==> src/rtl/pipeline_hazard_ctrl_pkg.sv <==
`default_nettype none
// ============================================================================
// Module      : hazard_pkg
// Description : Shared types for the pipeline hazard controller
//               (forwarding select encoding, controller FSM states).
// Revision    : 1.0 - initial release
// ============================================================================
package hazard_pkg;

    // Operand source selected in front of the execute-stage ALU
    typedef enum logic [1:0] {
        FWD_RF = 2'b00,
        FWD_W  = 2'b01,
        FWD_M  = 2'b10
    } fwd_sel_e;

    // Memory handshake tracking
    typedef enum logic [0:0] {
        RUN      = 1'b0,
        MEM_WAIT = 1'b1
    } hz_state_e;

endpackage
`default_nettype wire

==> src/rtl/pipeline_hazard_ctrl_if.sv <==
`default_nettype none
// ============================================================================
// Module      : pipeline_hazard_ctrl_if
// Description : Bundle between the 5-stage pipeline datapath (master) and
//               the hazard controller (slave).
// Revision    : 1.0 - initial release
// ============================================================================
interface pipeline_hazard_ctrl_if #(
    parameter int REG_AW = 5,
    parameter int CNT_W  = 32
);
    // Pipeline status
    logic [REG_AW-1:0] raddr1D;
    logic [REG_AW-1:0] raddr2D;
    logic [REG_AW-1:0] raddr1E;
    logic [REG_AW-1:0] raddr2E;
    logic [REG_AW-1:0] waddrE;
    logic [REG_AW-1:0] waddrM;
    logic [REG_AW-1:0] waddrW;
    logic              reg_wrE;
    logic              reg_wrM;
    logic              reg_wrW;
    logic              is_loadE;
    logic              br_takenE;
    logic              mem_reqM;
    logic              mem_ack;

    // Hazard control
    logic [1:0]        forwardAE;
    logic [1:0]        forwardBE;
    logic              stallF;
    logic              stallD;
    logic              stallE;
    logic              stallM;
    logic              flushD;
    logic              flushE;
    logic              flushW;
    logic              mem_err;
    logic [CNT_W-1:0]  stall_cycles;
    logic [CNT_W-1:0]  flush_events;

    modport master (
        output raddr1D, raddr2D, raddr1E, raddr2E,
        output waddrE, waddrM, waddrW, reg_wrE, reg_wrM, reg_wrW,
        output is_loadE, br_takenE, mem_reqM, mem_ack,
        input  forwardAE, forwardBE, stallF, stallD, stallE, stallM,
        input  flushD, flushE, flushW, mem_err, stall_cycles, flush_events
    );

    modport slave (
        input  raddr1D, raddr2D, raddr1E, raddr2E,
        input  waddrE, waddrM, waddrW, reg_wrE, reg_wrM, reg_wrW,
        input  is_loadE, br_takenE, mem_reqM, mem_ack,
        output forwardAE, forwardBE, stallF, stallD, stallE, stallM,
        output flushD, flushE, flushW, mem_err, stall_cycles, flush_events
    );

endinterface
`default_nettype wire

==> src/rtl/pipeline_hazard_ctrl_fwd_select.sv <==
`default_nettype none
// ============================================================================
// Module      : fwd_select
// Description : Forwarding select for one execute-stage source operand.
//               M-stage result wins over W-stage result; x0 never forwards.
// Revision    : 1.0 - initial release
// ============================================================================
module fwd_select
    import hazard_pkg::*;
#(
    parameter int REG_AW = 5
) (
    input  logic [REG_AW-1:0] src,
    input  logic [REG_AW-1:0] waddr_m,
    input  logic              reg_wr_m,
    input  logic [REG_AW-1:0] waddr_w,
    input  logic              reg_wr_w,
    output fwd_sel_e          sel
);

    // Pick the youngest in-flight producer of this source register
    always_comb begin
        sel = FWD_RF;
        if (src != '0) begin
            if (reg_wr_m && (waddr_m == src)) begin
                sel = FWD_M;
            end else if (reg_wr_w && (waddr_w == src)) begin
                sel = FWD_W;
            end
        end
    end

endmodule
`default_nettype wire

==> src/rtl/pipeline_hazard_ctrl.sv <==
`default_nettype none
// ============================================================================
// Module      : pipeline_hazard_ctrl
// Description : Hazard controller for the 5-stage RV32I pipeline: operand
//               forwarding (or stall-only interlock), load-use stalls, branch
//               flushes, variable-latency data memory hold with timeout, and
//               saturating stall/flush performance counters.
// Revision    : 1.0 - initial release
// ============================================================================
module pipeline_hazard_ctrl
    import hazard_pkg::*;
#(
    parameter int REG_AW      = 5,
    parameter int FWD_EN      = 1,
    parameter int MEM_TIMEOUT = 16,
    parameter int CNT_W       = 32
) (
    input  logic                 clk,
    input  logic                 rst,
    pipeline_hazard_ctrl_if.slave hz
);

    localparam int              WAIT_W   = $clog2(MEM_TIMEOUT + 1);
    localparam logic [WAIT_W-1:0] WAIT_MAX = WAIT_W'(MEM_TIMEOUT);
    localparam logic [WAIT_W-1:0] WAIT_ONE = WAIT_W'(1);

    hz_state_e         state;
    hz_state_e         state_nxt;
    logic [WAIT_W-1:0] wait_cnt;
    logic [WAIT_W-1:0] wait_cnt_nxt;

    fwd_sel_e          sel_a;
    fwd_sel_e          sel_b;
    logic              load_use;
    logic              interlock_raw;
    logic              raw_d;
    logic              abandon;
    logic              memstall;
    logic              br_flush;
    logic              stall_inc;

    logic [CNT_W-1:0]  stall_cnt;
    logic [CNT_W-1:0]  flush_cnt;
    logic              mem_err_q;

    // True when a decode source reads a register an older stage will write
    function automatic logic dest_hit(input logic [REG_AW-1:0] src,
                                      input logic [REG_AW-1:0] waddr,
                                      input logic              wr);
        return wr && (src != '0) && (waddr == src);
    endfunction

    if (FWD_EN != 0) begin : g_fwd
        fwd_select #(.REG_AW(REG_AW)) u_fwd_a (
            .src      (hz.raddr1E),
            .waddr_m  (hz.waddrM),
            .reg_wr_m (hz.reg_wrM),
            .waddr_w  (hz.waddrW),
            .reg_wr_w (hz.reg_wrW),
            .sel      (sel_a)
        );
        fwd_select #(.REG_AW(REG_AW)) u_fwd_b (
            .src      (hz.raddr2E),
            .waddr_m  (hz.waddrM),
            .reg_wr_m (hz.reg_wrM),
            .waddr_w  (hz.waddrW),
            .reg_wr_w (hz.reg_wrW),
            .sel      (sel_b)
        );
        assign interlock_raw = 1'b0;
    end else begin : g_nofwd
        // Without bypass paths (and no register-file write-through) any
        // pending writer of a decode source must drain through W first
        assign sel_a = FWD_RF;
        assign sel_b = FWD_RF;
        assign interlock_raw =
            dest_hit(hz.raddr1D, hz.waddrE, hz.reg_wrE) ||
            dest_hit(hz.raddr2D, hz.waddrE, hz.reg_wrE) ||
            dest_hit(hz.raddr1D, hz.waddrM, hz.reg_wrM) ||
            dest_hit(hz.raddr2D, hz.waddrM, hz.reg_wrM) ||
            dest_hit(hz.raddr1D, hz.waddrW, hz.reg_wrW) ||
            dest_hit(hz.raddr2D, hz.waddrW, hz.reg_wrW);
    end

    assign load_use = hz.is_loadE && hz.reg_wrE && (hz.waddrE != '0) &&
                      ((hz.waddrE == hz.raddr1D) || (hz.waddrE == hz.raddr2D));
    assign raw_d    = load_use || interlock_raw;

    // The last permitted wait cycle without an ack gives up on the access
    assign abandon  = (state == MEM_WAIT) && !hz.mem_ack && (wait_cnt == WAIT_MAX);
    assign memstall = hz.mem_reqM && !hz.mem_ack && !abandon;
    assign br_flush = rst && hz.br_takenE && !memstall;
    assign stall_inc = rst && (memstall || (raw_d && !hz.br_takenE));

    // FSM state and wait counter register
    always_ff @(posedge clk) begin
        if (!rst) begin
            state    <= RUN;
            wait_cnt <= '0;
        end else begin
            state    <= state_nxt;
            wait_cnt <= wait_cnt_nxt;
        end
    end

    // Memory handshake next-state logic
    always_comb begin
        state_nxt    = state;
        wait_cnt_nxt = wait_cnt;
        case (state)
            RUN: begin
                if (hz.mem_reqM && !hz.mem_ack) begin
                    state_nxt    = MEM_WAIT;
                    wait_cnt_nxt = WAIT_ONE;
                end
            end
            MEM_WAIT: begin
                if (hz.mem_ack || abandon) begin
                    state_nxt    = RUN;
                    wait_cnt_nxt = '0;
                end else begin
                    wait_cnt_nxt = wait_cnt + WAIT_ONE;
                end
            end
            default: begin
                state_nxt    = RUN;
                wait_cnt_nxt = '0;
            end
        endcase
    end

    // Stall/flush/forward outputs, priority memstall > branch > RAW
    always_comb begin
        hz.forwardAE = FWD_RF;
        hz.forwardBE = FWD_RF;
        hz.stallF    = 1'b0;
        hz.stallD    = 1'b0;
        hz.stallE    = 1'b0;
        hz.stallM    = 1'b0;
        hz.flushD    = 1'b0;
        hz.flushE    = 1'b0;
        hz.flushW    = 1'b0;
        if (rst) begin
            hz.forwardAE = sel_a;
            hz.forwardBE = sel_b;
            if (memstall) begin
                hz.stallF = 1'b1;
                hz.stallD = 1'b1;
                hz.stallE = 1'b1;
                hz.stallM = 1'b1;
                hz.flushW = 1'b1;
            end else if (hz.br_takenE) begin
                hz.flushD = 1'b1;
                hz.flushE = 1'b1;
            end else if (raw_d) begin
                hz.stallF = 1'b1;
                hz.stallD = 1'b1;
                hz.flushE = 1'b1;
            end
        end
    end

    // Timeout error pulse and saturating performance counters
    always_ff @(posedge clk) begin
        if (!rst) begin
            mem_err_q <= 1'b0;
            stall_cnt <= '0;
            flush_cnt <= '0;
        end else begin
            mem_err_q <= abandon;
            if (stall_inc && (stall_cnt != '1)) begin
                stall_cnt <= stall_cnt + 1'b1;
            end
            if (br_flush && (flush_cnt != '1)) begin
                flush_cnt <= flush_cnt + 1'b1;
            end
        end
    end

    assign hz.mem_err      = mem_err_q;
    assign hz.stall_cycles = stall_cnt;
    assign hz.flush_events = flush_cnt;

endmodule
`default_nettype wire

==> src/flat_wrapper.sv <==
// flat-port wrapper written by rule: the top's interface ports become plain ports
module pipeline_hazard_ctrl_flat import hazard_pkg::*;
#(
    parameter int REG_AW      = 5,
    parameter int FWD_EN      = 1,
    parameter int MEM_TIMEOUT = 16,
    parameter int CNT_W       = 32
)
  (clk, rst, hz_raddr1D, hz_raddr2D, hz_raddr1E, hz_raddr2E, hz_waddrE, hz_waddrM, hz_waddrW, hz_reg_wrE, hz_reg_wrM, hz_reg_wrW, hz_is_loadE, hz_br_takenE, hz_mem_reqM, hz_mem_ack, hz_forwardAE, hz_forwardBE, hz_stallF, hz_stallD, hz_stallE, hz_stallM, hz_flushD, hz_flushE, hz_flushW, hz_mem_err, hz_stall_cycles, hz_flush_events);
  pipeline_hazard_ctrl_if #(.REG_AW(REG_AW), .CNT_W(CNT_W)) hz_i ();
  input  logic clk;
  input  logic rst;
  input wire logic [$bits(hz_i.raddr1D)-1:0] hz_raddr1D;
  input wire logic [$bits(hz_i.raddr2D)-1:0] hz_raddr2D;
  input wire logic [$bits(hz_i.raddr1E)-1:0] hz_raddr1E;
  input wire logic [$bits(hz_i.raddr2E)-1:0] hz_raddr2E;
  input wire logic [$bits(hz_i.waddrE)-1:0] hz_waddrE;
  input wire logic [$bits(hz_i.waddrM)-1:0] hz_waddrM;
  input wire logic [$bits(hz_i.waddrW)-1:0] hz_waddrW;
  input wire logic [$bits(hz_i.reg_wrE)-1:0] hz_reg_wrE;
  input wire logic [$bits(hz_i.reg_wrM)-1:0] hz_reg_wrM;
  input wire logic [$bits(hz_i.reg_wrW)-1:0] hz_reg_wrW;
  input wire logic [$bits(hz_i.is_loadE)-1:0] hz_is_loadE;
  input wire logic [$bits(hz_i.br_takenE)-1:0] hz_br_takenE;
  input wire logic [$bits(hz_i.mem_reqM)-1:0] hz_mem_reqM;
  input wire logic [$bits(hz_i.mem_ack)-1:0] hz_mem_ack;
  output wire logic [$bits(hz_i.forwardAE)-1:0] hz_forwardAE;
  output wire logic [$bits(hz_i.forwardBE)-1:0] hz_forwardBE;
  output wire logic [$bits(hz_i.stallF)-1:0] hz_stallF;
  output wire logic [$bits(hz_i.stallD)-1:0] hz_stallD;
  output wire logic [$bits(hz_i.stallE)-1:0] hz_stallE;
  output wire logic [$bits(hz_i.stallM)-1:0] hz_stallM;
  output wire logic [$bits(hz_i.flushD)-1:0] hz_flushD;
  output wire logic [$bits(hz_i.flushE)-1:0] hz_flushE;
  output wire logic [$bits(hz_i.flushW)-1:0] hz_flushW;
  output wire logic [$bits(hz_i.mem_err)-1:0] hz_mem_err;
  output wire logic [$bits(hz_i.stall_cycles)-1:0] hz_stall_cycles;
  output wire logic [$bits(hz_i.flush_events)-1:0] hz_flush_events;
  assign hz_i.raddr1D = hz_raddr1D;
  assign hz_i.raddr2D = hz_raddr2D;
  assign hz_i.raddr1E = hz_raddr1E;
  assign hz_i.raddr2E = hz_raddr2E;
  assign hz_i.waddrE = hz_waddrE;
  assign hz_i.waddrM = hz_waddrM;
  assign hz_i.waddrW = hz_waddrW;
  assign hz_i.reg_wrE = hz_reg_wrE;
  assign hz_i.reg_wrM = hz_reg_wrM;
  assign hz_i.reg_wrW = hz_reg_wrW;
  assign hz_i.is_loadE = hz_is_loadE;
  assign hz_i.br_takenE = hz_br_takenE;
  assign hz_i.mem_reqM = hz_mem_reqM;
  assign hz_i.mem_ack = hz_mem_ack;
  assign hz_forwardAE = hz_i.forwardAE;
  assign hz_forwardBE = hz_i.forwardBE;
  assign hz_stallF = hz_i.stallF;
  assign hz_stallD = hz_i.stallD;
  assign hz_stallE = hz_i.stallE;
  assign hz_stallM = hz_i.stallM;
  assign hz_flushD = hz_i.flushD;
  assign hz_flushE = hz_i.flushE;
  assign hz_flushW = hz_i.flushW;
  assign hz_mem_err = hz_i.mem_err;
  assign hz_stall_cycles = hz_i.stall_cycles;
  assign hz_flush_events = hz_i.flush_events;
  pipeline_hazard_ctrl #(.REG_AW(REG_AW), .FWD_EN(FWD_EN), .MEM_TIMEOUT(MEM_TIMEOUT), .CNT_W(CNT_W)) u_core (.clk(clk), .rst(rst), .hz(hz_i));
endmodule
==> config.mk <==
export PLATFORM = sky130hd
export DESIGN_NAME = pipeline_hazard_ctrl_flat
export DESIGN_NICKNAME = d
export VERILOG_FILES = /design/src/rtl/pipeline_hazard_ctrl_pkg.sv /design/src/rtl/pipeline_hazard_ctrl_if.sv /design/src/rtl/pipeline_hazard_ctrl_fwd_select.sv /design/src/rtl/pipeline_hazard_ctrl.sv /design/src/flat_wrapper.sv
export SDC_FILE = /design/constraint.sdc
export NUM_CORES = 1
export LEC_CHECK = 0
export CORE_MARGIN = 2
export CORE_UTILIZATION = 52
export CTS_BUF_LIST = sky130_fd_sc_hd__clkbuf_4
export CTS_CLUSTER_DIAMETER = 150
export DETAILED_ROUTE_END_ITERATION = 7
export HOLD_SLACK_MARGIN = 0.06
export PLACE_DENSITY = 0.88
export SLEW_MARGIN = 5
export SYNTH_ARGS = -nofsm -noshare
export SYNTH_HDL_FRONTEND = slang
export SYNTH_SLANG_ARGS = --single-unit
==> constraint.sdc <==
create_clock -name clk -period 6.2 [get_ports clk]
set_input_delay 1.24 -clock clk [delete_from_list [all_inputs] [get_ports clk]]
set_output_delay 1.24 -clock clk [all_outputs]
set_load 0.05 [all_outputs]
# ---- Yosys cells after proc, flatten, opt, wreduce, memory -nomap -nowiden
# Cells that the tools add are included.
dict set report word_totals {
  register_bits 71
  in_bits 44
  out_inout_bits 76
  word_cells 72
}
dict set report op_classes {
  n_addsub 3
  n_eq_ne 10
  n_mux 26
  bitwise_logic 1
  reduce_logical 27
}
# cell count
set ops {}
lappend ops {{$add 32x1->32 const B} 2}
lappend ops {{$ne 32x32->1 const B} 2}
lappend ops {{$eq 5x5->1} 6}
lappend ops {{$logic_and 1x1->1} 17}
lappend ops {{$mux 1} 16}
lappend ops {{$reduce_bool 5->1} 3}
lappend ops {{$mux 2} 6}
lappend ops {{$mux 5} 2}
lappend ops {{$pmux 5 s2} 1}
lappend ops {{$add 5x1->5 const B} 1}
lappend ops {{$eq 5x5->1 const B} 1}
lappend ops {{$logic_not 1->1} 4}
lappend ops {{$logic_or 1x1->1} 3}
lappend ops {{$ne 2x1->1 const B} 1}
lappend ops {{$pmux 1 s2} 1}
lappend ops {{$not 1->1} 1}

# ---- Logic depth before layout (Yosys ltp)
dict set report logic_depth {
  depth_word 8
  ltp_mapped 10
  mapped_depth_nobuf 10
}

# ---- By module
# A second synthesis with hierarchy kept.
dict set report unflattened {
  cells_unflattened 474
  area_unflattened_um2 3981.3
}
# module n_inst cells_per_inst area_per_inst_um2
set modules_own_cells {}
lappend modules_own_cells {pipeline_hazard_ctrl 1 438 3716.1}
lappend modules_own_cells {fwd_select 2 18 132.6}

# ---- Worst setup path after synthesis
# Ideal clock, no wire load.
dict set report synth_path {
  path_type {input to output}
  from {input port hz_mem_ack}
  to {output port hz_stallF}
  t_arrival_ns 3.465
  setup_slack_ns 1.495
  cell_stages 6
  path_cell_list {nand2b_4 nor4_4 nor4b_2 o21bai_4 buf_2 buf_4}
}
dict set report synth_via {
  elab_chain_cells 7
  elab_cells_between_ends 8
  classes_between {mux (2); reduce/logical (6)}
}
# item line_no
set synth_lines {}
lappend synth_lines {{from (decl)} flat_wrapper.sv:26} ;# input wire logic [$bits(hz_i.mem_ack)-1:0] hz_mem_ack;
lappend synth_lines {{$logic_not 1->1 *} {pipeline_hazard_ctrl.sv:90, pipeline_hazard_ctrl.sv:91}}
lappend synth_lines {{$logic_and 1x1->1 (2 in series)} pipeline_hazard_ctrl.sv:90} ;# assign abandon = (state == MEM_WAIT) && !hz.mem_ack && (wait_cnt == WAIT_MAX);
lappend synth_lines {{$logic_not 1->1} pipeline_hazard_ctrl.sv:91} ;# assign memstall = hz.mem_reqM && !hz.mem_ack && !abandon;
lappend synth_lines {{$logic_and 1x1->1 *} pipeline_hazard_ctrl.sv:91}
lappend synth_lines {{$mux 1 * (2 in series)} --}
lappend synth_lines {{to (decl)} flat_wrapper.sv:29} ;# output wire logic [$bits(hz_i.stallF)-1:0] hz_stallF;
# Every way passes the cells marked *; elsewhere a longest branch is shown, timed or not.

# ---- Worst setup path after layout
dict set report layout_path {
  from {input port rst}
  to {output port hz_stallM}
}
dict set report layout_via {
  elab_chain_cells 1
}
# item line_no
set layout_lines {}
lappend layout_lines {{from (decl)} flat_wrapper.sv:12} ;# input logic rst;
lappend layout_lines {{$mux 1} pipeline_hazard_ctrl.sv:143} ;# if (rst) begin
lappend layout_lines {{to (decl)} flat_wrapper.sv:32} ;# output wire logic [$bits(hz_i.stallM)-1:0] hz_stallM;
# Every way passes these cells.

==> results.py <==
metrics = {
    "floorplan": {
        "core_area_mm2": 0.00721,
        "initial_core_util_pct": 53.2,
        "rows": 31,
        "dieArea_mm2": 0.00808,
        "io_pins": 120,
        "die_width_um": 89.9,
        "fp.dieH_um": 89.9,
    },
    "worst_setup_path": {
        "slowest_delay_ns": 0.89,
        "cp_common_cell": "clkdlybuf4s50_1",
        "worstPathRequired_ns": 4.96,
        "startpoint_type": "primary input",
        "path_cells": "clkdlybuf4s50_1, inv_2, nor4b_2, clkdlybuf4s50_1",
        "crit_start": "rst",
        "worstPathMaxFanout": 19,
        "cp.arrival_ns": 3.80,
        "slowest_stage": "clkdlybuf4s50_1",
        "cp-end-kind": "primary output",
        "crit_type": "primary input to primary output",
        "r2r_start": "u_core.wait_cnt[0]",
    },
    "logic_synthesis": {
        "syn-instance-count": 447,
        "synth_edf_count": 0,
        "syn_area_mm2": 0.00384,
        "synthFlopType": "dfxtp_1",
        "synth_seq_cells": 71,
        "avgSynthCellArea_um2": 8.58,
        "yosysSeqAreaShare_pct": 37.1,
        "synthArstFlopShare_pct": 0,
        "ys_warn_count": 0,
        "syn_nets": 495,
        "yosysUniqueCellTypes": 49,
    },
    "placed_design": {
        "gp_congestion": 0.810,
        "place_inst": 652,
        "hpwl_mm": 7.47,
        "port_buffers": 119,
    },
    "clock_tree": {
        "cts_root_buffer": "clkbuf_4",
        "cts.sinks": 71,
        "clk_pin_slew_ns": 0.12,
        "cts_max_level": 3,
        "cts_hold_buffers": 0,
        "clk-insertion-delay-late_ns": 0.41,
        "cts_resized": 0,
        "cts_tree": "done",
        "ctsLongestPathBuffers": 2,
        "cts_buffers": 9,
        "postCtsSetupBuffers": 0,
    },
    "sta": {
        "whs_ns": 0.518,
        "worst_pin_slew_ns": 0.625,
        "hold_viol": 0,
        "timing.fmax_ghz": 0.199,
        "fin_worst_skew_ns": 0.0177,
        "finalSetupViolations": 0,
        "setup_tns_ns": 0,
        "fin_crit_ns": 5.04,
        "rsz0062_at_grt": "no",
        "slew_headroom_pct": 58.0,
        "slew_viol_final": 0,
        "post-route-period-util_pct": 81.2,
    },
    "detailed_routing": {
        "routed_wl_mm": 9.86,
        "first_pass_iters": 4,
        "final_antenna_net_count": 0,
        "vias_per_cell": 5.73,
        "drt-wirelength-per-cell_um": 14.8,
        "drc": 0,
        "drt_iter0_markers": 153,
        "vias": 3821,
    },
    "global_routing": {
        "track_usage_pct": 24.6,
        "grt_pass1_vias": 3635,
        "grt_overflow": 0,
        "grt_first_pass_wirelength_mm": 16.7,
        "grt_max_degree": 42,
        "antenna_found_initial": 0,
    },
    "finish": {
        "final_common_cell": "clkdlybuf4s50_1",
        "nNetsFinal": 612,
        "final_cell_mix": "clkdlybuf4s50_1, dfxtp_1, nor2_1, xor2_1, nand3_1",
        "fillCellCount": 568,
        "drive_above_1_share_pct": 6.51,
        "final_util_pct": 73.0,
        "area_delta_synth_final_pct": 37.3,
        "final_cell_count_no_fill": 667,
        "regArea_mm2": 0.00142,
        "multi_input_area_mm2": 0.00231,
        "diodes": 0,
    },
    "hold_path": {
        "min_path_type": "flop to flop",
        "worstHoldStart": "u_core.hz.flush_events[17]",
    },
    "run": {
        "drv_cap": 0,
    },
    "pwr": {
        "power.share.sequential_pct": 51.6,
        "switching_share_pct": 25.1,
        "p_switching_w": 0.000224,
        "intPower_w": 0.000670,
        "combPwrFrac_pct": 11.8,
        "powerDensity_mw_per_mm2": 170,
        "clock_power_share_pct": 36.6,
        "leakagePower_nw": 1.76,
        "vdd_drop_max_mv": 0.0807,
    },
    "run_status": {
        "run_status": "complete, no violations",
    },
}
[logic make-up after synthesis]
logic type      count (synthesis)  synth area share, %
buf+inv                        22                 2.61
flops                          71                 37.1
xor+xnor                       64                 14.6
simple gates                  219                 32.6
compound gates                 65                 11.3
fa+ha+maj                       4                 1.30
mux                             2                0.522
[worst max-delay path, delay by kind of cell]
kind / cells / cell delay, ns
buffers and inverters: 3 / 2.04
and+or+nand+nor: 1 / 0.50
[power by group through the flow]
stage	clock (W)	sequential [W]	combinational (W)
after global placement	0	0.000472	0.000102
after global routing	0.000349	0.000462	0.000113
after detailed placement	0	0.000472	0.000105
after CTS	0.000330	0.000462	0.000106
after floorplan	0	0.000477	0.0000485
final	0.000327	0.000462	0.000105
[final cells by class]
type | count | share of cell area [%]
inverter | 7 | 0.499
timing repair buffer | 121 | 23.3
clock buffer | 9 | 1.28
multi-input combinational | 354 | 44.0
tap | 99 | 2.35
sequential | 71 | 27.0
clock inverter | 6 | 1.64
[flip-flops by register name (all words and copies together) (netlist names)]
register / cells
u_core.hz.stall_cycles: 32
u_core.state: 1
u_core.hz.mem_err: 1
u_core.wait_cnt: 5
u_core.hz.flush_events: 32
[final timing paths]
path,end,cells past startpoint,slack [ns]
setup / recovery,hz_stallM,4,1.16
hold / removal,u_core.hz.flush_events[17],2,0.52
setup reg to reg,u_core.hz.stall_cycles[6],9,3.52
hold reg to reg,u_core.hz.flush_events[17],2,0.52
[layer usage]
layer  share of wire, %  GRT usage [%]  up-vias
li1                   -              -     1857
met1                 41           29.2     1797
met2                 50           43.6      139
met3                6.5           4.86       28
met4                2.4           10.1        0
met5                  0              0        -
[cells in the mapped netlist, types with 3 or more instances]
master,number,area share (%)
nand4_1,24,3.9
and3_1,11,1.8
nor3_1,9,1.2
o21ai_0,19,2.5
inv_1,6,0.59
a21oi_1,19,2.5
nand2_1,26,2.5
nor4_1,6,0.98
xor2_1,43,9.8
o211ai_1,6,1.2
buf_4,4,0.78
nor4_4,3,1.7
nand2b_1,5,0.82
or4_1,9,1.8
nand3_1,31,4.0
o31ai_1,7,1.4
xnor2_1,21,4.8
dfxtp_1,71,37
and2_1,8,1.3
or3_1,13,2.1
and4_1,7,1.6
clkbuf_1,9,0.88
ha_1,4,1.3
nor2_1,52,5.1
[metrics by stage]
step | worst slack, ns | area, um2 | total power, W
5_1_grt | 1.01 | 5270 | 0.000924
6_report | 1.16 | 5270 | 0.000894
3_5_place_dp | 1.15 | 5110 | 0.000577
4_1_cts | 1.15 | 5270 | 0.000898
3_3_place_gp | 1.25 | 5110 | 0.000574
2_1_floorplan | 1.49 | 3840 | 0.000525
No activity file was read; power rests on OpenSTA's default activity.
